### src/rtl/cache_controller_sa_pkg.sv
// Shared definitions for the set-associative cache controller: FSM encoding,
// address-field width helpers and the saturating counter increment.
package cache_pkg;

    localparam int CNT_W = 16;

    typedef enum logic [1:0] {
        S_IDLE,
        S_READ_FILL,
        S_WRITE_MEM,
        S_DONE
    } state_t;

    function automatic int offset_w(input int words_per_block);
        return $clog2(words_per_block);
    endfunction

    function automatic int index_w(input int num_sets);
        return $clog2(num_sets);
    endfunction

    function automatic int tag_w(input int addr_w, input int words_per_block, input int num_sets);
        return addr_w - $clog2(words_per_block) - $clog2(num_sets);
    endfunction

    function automatic logic [CNT_W-1:0] sat_inc(input logic [CNT_W-1:0] v);
        return (v == '1) ? v : v + 1'b1;
    endfunction

endpackage

### src/rtl/cache_controller_sa_way_store.sv
// One way of the cache: per-set valid bit and tag plus the block words,
// read combinationally and written one word per clock.
module cache_way_store
    import cache_pkg::*;
#(
    parameter int DATA_W          = 32,
    parameter int TAG_W           = 4,
    parameter int NUM_SETS        = 16,
    parameter int WORDS_PER_BLOCK = 4
) (
    input  logic                                  clk,
    input  logic                                  rst,
    input  logic [index_w(NUM_SETS)-1:0]          rd_index,
    input  logic [offset_w(WORDS_PER_BLOCK)-1:0]  rd_offset,
    output logic                                  rd_valid,
    output logic [TAG_W-1:0]                      rd_tag,
    output logic [DATA_W-1:0]                     rd_data,
    input  logic                                  wr_en,
    input  logic [index_w(NUM_SETS)-1:0]          wr_index,
    input  logic [offset_w(WORDS_PER_BLOCK)-1:0]  wr_offset,
    input  logic [DATA_W-1:0]                     wr_data,
    input  logic                                  set_valid,
    input  logic [TAG_W-1:0]                      wr_tag
);

    localparam int INDEX_W  = index_w(NUM_SETS);
    localparam int OFFSET_W = offset_w(WORDS_PER_BLOCK);

    logic [NUM_SETS-1:0] valid_q, valid_d;
    logic [TAG_W-1:0]    tag_mem  [NUM_SETS];
    logic [DATA_W-1:0]   data_mem [NUM_SETS*WORDS_PER_BLOCK];

    always_comb begin
        valid_d = valid_q;
        if (set_valid) valid_d[wr_index] = 1'b1;
    end

    always_ff @(posedge clk) begin
        if (rst) valid_q <= '0;
        else     valid_q <= valid_d;
    end

    // Tag and data arrays need no reset: a line is only trusted once its valid bit is set.
    always_ff @(posedge clk) begin
        if (wr_en)     data_mem[{wr_index, wr_offset}] <= wr_data;
        if (set_valid) tag_mem[wr_index]               <= wr_tag;
    end

    assign rd_valid = valid_q[rd_index];
    assign rd_tag   = tag_mem[rd_index];
    assign rd_data  = data_mem[{rd_index, rd_offset}];

endmodule

### src/rtl/cache_controller_sa.sv
// Write-through, no-write-allocate set-associative cache (1 or 2 ways, LRU)
// between a CPU load/store port and a handshaked word-wide memory.
module cache_controller_sa
    import cache_pkg::*;
#(
    parameter int ADDR_W          = 10,
    parameter int DATA_W          = 32,
    parameter int WORDS_PER_BLOCK = 4,
    parameter int NUM_SETS        = 16,
    parameter int WAYS            = 2
) (
    input  logic              CLK,
    input  logic              RST,
    input  logic              MemReadCpu,
    input  logic              MemWriteCpu,
    input  logic [ADDR_W-1:0] Address,
    input  logic [DATA_W-1:0] DataIn,
    output logic              Stall,
    output logic [DATA_W-1:0] DataOut,
    output logic              MemReq,
    output logic              MemWe,
    output logic [ADDR_W-1:0] MemAddr,
    output logic [DATA_W-1:0] MemWData,
    input  logic [DATA_W-1:0] MemRData,
    input  logic              MemAck,
    output logic [CNT_W-1:0]  HitCount,
    output logic [CNT_W-1:0]  MissCount
);

    localparam int OFFSET_W = offset_w(WORDS_PER_BLOCK);
    localparam int INDEX_W  = index_w(NUM_SETS);
    localparam int TAG_W    = tag_w(ADDR_W, WORDS_PER_BLOCK, NUM_SETS);

    state_t              state_q, state_d;
    logic [ADDR_W-1:0]   addr_q, addr_d;
    logic [OFFSET_W-1:0] cnt_q, cnt_d;
    logic                victim_q, victim_d;
    logic [NUM_SETS-1:0] lru_q, lru_d;
    logic [DATA_W-1:0]   data_out_q, data_out_d;
    logic                mem_req_q, mem_req_d;
    logic                mem_we_q, mem_we_d;
    logic [ADDR_W-1:0]   mem_addr_q, mem_addr_d;
    logic [DATA_W-1:0]   mem_wdata_q, mem_wdata_d;
    logic [CNT_W-1:0]    hit_cnt_q, hit_cnt_d;
    logic [CNT_W-1:0]    miss_cnt_q, miss_cnt_d;

    logic [ADDR_W-1:0]   lk_addr;
    logic [OFFSET_W-1:0] lk_offset;
    logic [INDEX_W-1:0]  lk_index;
    logic [TAG_W-1:0]    lk_tag;
    logic [WAYS-1:0]     way_valid, way_hit, wr_en, set_valid, victim_oh;
    logic [TAG_W-1:0]    way_tag  [WAYS];
    logic [DATA_W-1:0]   way_data [WAYS];
    logic                hit, hit_way, victim_sel, cnt_last, wr_req, rd_req;
    logic [DATA_W-1:0]   hit_data, victim_data, wr_data;
    logic [INDEX_W-1:0]  wr_index;
    logic [OFFSET_W-1:0] wr_offset, cnt_next;

    // Lookups use the live CPU address in IDLE and the latched request otherwise.
    assign lk_addr   = (state_q == S_IDLE) ? Address : addr_q;
    assign lk_offset = lk_addr[OFFSET_W-1:0];
    assign lk_index  = lk_addr[OFFSET_W +: INDEX_W];
    assign lk_tag    = lk_addr[ADDR_W-1 -: TAG_W];

    for (genvar w = 0; w < WAYS; w++) begin : g_way
        cache_way_store #(
            .DATA_W(DATA_W), .TAG_W(TAG_W),
            .NUM_SETS(NUM_SETS), .WORDS_PER_BLOCK(WORDS_PER_BLOCK)
        ) u_store (
            .clk(CLK), .rst(RST),
            .rd_index(lk_index), .rd_offset(lk_offset),
            .rd_valid(way_valid[w]), .rd_tag(way_tag[w]), .rd_data(way_data[w]),
            .wr_en(wr_en[w]), .wr_index(wr_index), .wr_offset(wr_offset), .wr_data(wr_data),
            .set_valid(set_valid[w]), .wr_tag(addr_q[ADDR_W-1 -: TAG_W])
        );
        assign way_hit[w] = way_valid[w] && (way_tag[w] == lk_tag);
    end

    assign wr_req      = MemWriteCpu;
    assign rd_req      = MemReadCpu && !MemWriteCpu;
    assign hit         = |way_hit;
    assign hit_way     = (WAYS == 2) && way_hit[WAYS-1];
    assign hit_data    = hit_way ? way_data[WAYS-1] : way_data[0];
    assign victim_sel  = !way_valid[0]                       ? 1'b0 :
                         (WAYS == 2) && !way_valid[WAYS-1]   ? 1'b1 :
                         (WAYS == 2)                         ? lru_q[lk_index] : 1'b0;
    assign victim_data = ((WAYS == 2) && victim_q) ? way_data[WAYS-1] : way_data[0];
    assign victim_oh   = WAYS'(1) << victim_q;
    assign cnt_last    = (cnt_q == OFFSET_W'(WORDS_PER_BLOCK - 1));
    assign cnt_next    = cnt_q + 1'b1;

    always_comb begin
        state_d     = state_q;
        addr_d      = addr_q;
        cnt_d       = cnt_q;
        victim_d    = victim_q;
        lru_d       = lru_q;
        data_out_d  = data_out_q;
        mem_req_d   = mem_req_q;
        mem_we_d    = mem_we_q;
        mem_addr_d  = mem_addr_q;
        mem_wdata_d = mem_wdata_q;
        hit_cnt_d   = hit_cnt_q;
        miss_cnt_d  = miss_cnt_q;
        wr_en       = '0;
        set_valid   = '0;
        wr_index    = lk_index;
        wr_offset   = lk_offset;
        wr_data     = DataIn;
        Stall       = 1'b0;
        unique case (state_q)
            S_IDLE: begin
                if (wr_req) begin
                    Stall       = 1'b1;
                    addr_d      = Address;
                    mem_req_d   = 1'b1;
                    mem_we_d    = 1'b1;
                    mem_addr_d  = Address;
                    mem_wdata_d = DataIn;
                    state_d     = S_WRITE_MEM;
                    if (hit) begin
                        wr_en           = way_hit;
                        lru_d[lk_index] = ~hit_way;
                        hit_cnt_d       = sat_inc(hit_cnt_q);
                    end else begin
                        miss_cnt_d = sat_inc(miss_cnt_q);
                    end
                end else if (rd_req) begin
                    if (hit) begin
                        data_out_d      = hit_data;
                        lru_d[lk_index] = ~hit_way;
                        hit_cnt_d       = sat_inc(hit_cnt_q);
                    end else begin
                        Stall      = 1'b1;
                        addr_d     = Address;
                        victim_d   = victim_sel;
                        cnt_d      = '0;
                        mem_req_d  = 1'b1;
                        mem_we_d   = 1'b0;
                        mem_addr_d = {Address[ADDR_W-1:OFFSET_W], {OFFSET_W{1'b0}}};
                        miss_cnt_d = sat_inc(miss_cnt_q);
                        state_d    = S_READ_FILL;
                    end
                end
            end
            S_READ_FILL: begin
                Stall     = 1'b1;
                wr_index  = addr_q[OFFSET_W +: INDEX_W];
                wr_offset = cnt_q;
                wr_data   = MemRData;
                if (MemAck) begin
                    wr_en      = victim_oh;
                    cnt_d      = cnt_next;
                    mem_addr_d = {addr_q[ADDR_W-1:OFFSET_W], cnt_next};
                    if (cnt_last) begin
                        set_valid                           = victim_oh;
                        lru_d[addr_q[OFFSET_W +: INDEX_W]]  = ~victim_q;
                        // The requested word may be arriving right now rather than sitting in the store.
                        data_out_d = (cnt_q == addr_q[OFFSET_W-1:0]) ? MemRData : victim_data;
                        mem_req_d  = 1'b0;
                        mem_addr_d = mem_addr_q;
                        state_d    = S_DONE;
                    end
                end
            end
            S_WRITE_MEM: begin
                Stall = 1'b1;
                if (MemAck) begin
                    mem_req_d = 1'b0;
                    mem_we_d  = 1'b0;
                    state_d   = S_DONE;
                end
            end
            S_DONE:  state_d = S_IDLE;
            default: state_d = S_IDLE;
        endcase
    end

    always_ff @(posedge CLK) begin
        if (RST) begin
            state_q     <= S_IDLE;
            addr_q      <= '0;
            cnt_q       <= '0;
            victim_q    <= 1'b0;
            lru_q       <= '0;
            data_out_q  <= '0;
            mem_req_q   <= 1'b0;
            mem_we_q    <= 1'b0;
            mem_addr_q  <= '0;
            mem_wdata_q <= '0;
            hit_cnt_q   <= '0;
            miss_cnt_q  <= '0;
        end else begin
            state_q     <= state_d;
            addr_q      <= addr_d;
            cnt_q       <= cnt_d;
            victim_q    <= victim_d;
            lru_q       <= lru_d;
            data_out_q  <= data_out_d;
            mem_req_q   <= mem_req_d;
            mem_we_q    <= mem_we_d;
            mem_addr_q  <= mem_addr_d;
            mem_wdata_q <= mem_wdata_d;
            hit_cnt_q   <= hit_cnt_d;
            miss_cnt_q  <= miss_cnt_d;
        end
    end

    assign DataOut   = data_out_q;
    assign MemReq    = mem_req_q;
    assign MemWe     = mem_we_q;
    assign MemAddr   = mem_addr_q;
    assign MemWData  = mem_wdata_q;
    assign HitCount  = hit_cnt_q;
    assign MissCount = miss_cnt_q;

endmodule

### config.mk
export PLATFORM = sky130hd
export DESIGN_NAME = cache_controller_sa
export DESIGN_NICKNAME = d
export VERILOG_FILES = /design/src/rtl/cache_controller_sa_pkg.sv /design/src/rtl/cache_controller_sa_way_store.sv /design/src/rtl/cache_controller_sa.sv
export SDC_FILE = /design/constraint.sdc
export NUM_CORES = 2
export LEC_CHECK = 0
export CAP_MARGIN = 20
export CELL_PAD_IN_SITES_DETAIL_PLACEMENT = 0
export CELL_PAD_IN_SITES_GLOBAL_PLACEMENT = 1
export CORE_ASPECT_RATIO = 0.6
export CORE_MARGIN = 2
export CORE_UTILIZATION = 35
export DETAILED_ROUTE_END_ITERATION = 16
export HOLD_SLACK_MARGIN = 0.12
export PLACE_DENSITY = 0.58
export SLEW_MARGIN = 20
export SYNTH_ARGS = -nofsm -noshare
export SYNTH_HDL_FRONTEND = slang
export SYNTH_MEMORY_MAX_BITS = 65536
export SYNTH_SLANG_ARGS = --single-unit
### constraint.sdc
create_clock -name CLK -period 12.25 [get_ports CLK]
set_clock_uncertainty 0.15 [all_clocks]
set_input_delay 1.8375 -clock CLK [delete_from_list [all_inputs] [get_ports CLK]]
set_output_delay 1.8375 -clock CLK [all_outputs]
set_load 0.1 [all_outputs]
==> metrics.md <==
| Metric | Value |
|---|---|
| Hold Vio Cnt, Final | `0` |
| R2R depth | `16` |
| Cells after DPL | `16463` |
| Total vias in the final route | `103786` |
| Initial antenna violation count | `95` |
| Synth warnings | `0` |
| Final setup violation count | `0` |
| P&R area growth vs syn | `14.7%` |
| Clock-pin transition on the worst setup and hold timing paths | `0.06 ns` |
| Routed len/inst | `39.3 µm` |
| Mapped Nets | `10008` |
| Fin cells | `17266` |
| Syn Std Cell Area | `172000 µm²` |
| Share of the synthesized area in the top cell type | `73.6%` |
| Worst setup SP type | `input port` |
| Maximum VDD drop | `0.188 mV` |
| Layout cell share with drive strength beyond 1 | `18.5%` |
| Pre-Repair DR Iteration Count | `6` |
| Row count | `199` |
| Reg-to-reg startpoint | `state_q[0]` |
| Outcome | `finished clean` |
| Initial DRC count | `18563` |
| Post-CTS setup buffers | `0` |
| CP Capture Type | `output pin` |
| H-tree levels | `5` |
| WHS Path Cells | `2` |
| Flop and latch count out of synthesis | `4395` |
| # hold bufs at CTS | `0` |
| Worst hold endpoint | `MemWData[4]` |
| Clk buf depth | `4` |
| Vias per inst | `6.01` |
| GRT Util Overall | `26.5%` |
| Sum Neg Setup Slack | `0 ns` |
| Pleak | `62.0 nW` |
| CP Max Fanout | `17` |
| Cells after Synth | `9920` |
| RSZ-0062 raised after global routing | `false` |
| Gp weighted congestion | `0.961` |
| Hold Startpoint | `MemWData[4]` |
| Number of CTS-inserted buffers | `402` |
| Most common cell in the netlist | `edfxtp_1` |
| Largest net degree at the start of global routing | `132` |
| First-pass GRT wire length | `892 mm` |
| # fillers | `43767` |
| Distinct cells, synth | `97` |
| Post-synth EDFFs | `4224` |
| Clock sink total | `4395` |
| Hold Worst Slack | `0.311 ns` |
| Critical path data arrival time | `7.80 ns` |
| Minimum clock period | `9.79 ns` |
| Cell taking the most area after synthesis | `edfxtp_1` |
| Worst-Margin Slew | `1.39 ns` |
| Top-Level Pins | `188` |
| Power Dens Cells | `252 nW/µm²` |
| Clock Latency Late Sink | `0.99 ns` |
| Nets | `10445` |
| CP Data Required Time | `10.26 ns` |
| Max-Cap Viols | `0` |
| Main flop type after synthesis | `edfxtp_1` |
| Syn_area_per_cell | `17.4 µm²` |
| Die ar. | `498000 µm²` |
| CTS tree | `built` |
| DR DRC count | `0` |
| Reg-to-reg endpoint | `g_way[1].u_store.data_mem[32][7]` |
| Achievable Freq | `0.102 GHz` |
| Vert. Die Dim | `547 µm` |
| R2r setup slk | `4.73 ns` |
| Final Cycle Share | `79.9%` |
| Max transition margin | `7.64%` |
| Largest cells by area after synthesis | `edfxtp_1 74%, mux4_2 8.6%, nand2_1 3.3%, nand3_1 2.1%, dfxtp_1 2.0%` |
| Vias in the first global route | `94399` |
| Post-route ant nets | `0` |
| Sequential area share after synthesis | `75.6%` |
| Starting Density | `35.2%` |
| Root Buffer | `clkbuf_16` |
| Resized cells post-CTS | `0` |
| Pwr Total | `0.0499 W` |
| Slew Limit Fails | `0` |
| Final wirelength | `679 mm` |
| Post-synth ARST share | `0%` |
| Area occupied by multi-input gates | `40200 µm²` |
| Core area | `490000 µm²` |
| FF/Latch Area | `130000 µm²` |
| I/O Buffers | `187` |
| Die Wd | `910 µm` |
| Crit path kind | `input port to output pin` |
| Hold Crit Class | `register to register` |
| Post-DP HPWL | `442 mm` |
| Top cells by count, synth | `4224 x edfxtp_1, 1505 x nand2_1, 726 x nand3_1, 657 x mux4_2, 295 x mux2i_1` |
| Total grt overflow | `0` |
## worst max path at each step
stage | startpoint | endpoint | slack (ns) | cells after the start
final | Address[5] | Stall | 2.46 | 12
after detailed placement | Address[4] | Stall | 2.67 | 12
after CTS | Address[4] | Stall | 2.67 | 12
after global routing | Address[5] | Stall | 2.39 | 12
after global placement | Address[4] | Stall | 2.65 | 12
after floorplan | DataIn[27] | g_way[0].u_store.data_mem[0][27] | 4.05 | 2
## cells by family (layout without fill, tap and decap cells)
logic type | count (synthesis) | in the layout | synth area share, %
AO/OA/AOI/OAI | 1012 | 1012 | 4.30
XOR/XNOR | 10 | 10 | 0.0508
adder cells (fa/ha/maj) | 9 | 9 | 0.0654
buffers and inverters | 634 | 1394 | 2.04
flip-flops | 4395 | 4395 | 75.6
multiplexers | 1003 | 1003 | 10.7
other | 0 | 54 | 0
AND/OR/NAND/NOR | 2857 | 2857 | 7.27
## sequential cells by signal (all words and copies together), names as in the netlist, 10 cells and up
name                    count
DataOut                    32
MemAddr                    10
g_way.u_store.tag_mem     128
lru_q                      16
g_way.u_store.data_mem   4096
MemWData                   32
HitCount                   16
addr_q                     10
MissCount                  16
g_way.u_store.valid_q      32
## cells in the final DEF (no fill, tap or decap), drive strengths merged, types with 18 or more instances in the layout
cell type / n
a211oi: 27
a31oi: 84
a22o: 37
o21a: 43
a22oi: 229
mux4: 657
nor3: 60
bufinv: 35
o211ai: 33
nand2: 1506
o21ai: 65
and2: 18
diode: 54
nor2b: 18
a21oi: 189
buf: 476
dfxtp: 171
o31ai: 28
clkinv: 170
mux2i: 298
a32oi: 74
o22ai: 24
or4: 18
mux2: 48
a311oi: 47
inv: 31
clkdlybuf4s50: 174
nor2: 287
clkbuf: 492
nand3: 726
nand4: 124
nor4: 37
edfxtp: 4224
## critical path, stage by stage
cell	delay, ns
clkdlybuf4s50_1	0.82
nand3b_2	0.40
and2_1	0.78
buf_4	0.51
nor2_1	0.13
nor4_2	0.41
xor2_1	0.27
nand3_1	0.35
o22ai_4	0.33
o21a_1	0.65
a21oi_1	0.21
clkdlybuf4s50_1	1.03
## report_power, final
part | leakage, nW | total, W | internal (W) | switching, W
combinational | 16.4 | 0.0192 | 0.00464 | 0.0146
clock | 6.18 | 0.0127 | 0.00686 | 0.00583
sequential | 39.4 | 0.0180 | 0.0179 | 0.0000582
## layer usage
metal	share of wire (%)	GRT usage, %
met4	2.6	5.79
met5	0.059	0.285
met2	38	33.7
met3	16	12.1
met1	44	40.8
## final cells by class
type,count,share of cell area [%]
Antenna cell,54,0.0684
Clock buffer,491,5.32
Clock inverter,236,1.12
Inverter,15,0.0291
Multi-Input combinational cell,4891,20.3
Sequential cell,4395,65.9
Tap cell,6532,4.14
Timing Repair Buffer,652,3.09
## through the flow
step / cell area [µm²] / util (%) / setup slack (ns)
finish: 198000 / 40.3 / 2.46
floorplan: 172000 / - / 4.05
CTS: 197000 / 40.2 / 2.67
global route: 198000 / 40.3 / 2.39
global placement: 184000 / 37.5 / 2.65
detailed placement: 184000 / 37.6 / 2.67
Note: power is estimated with default switching activity, not from simulation.
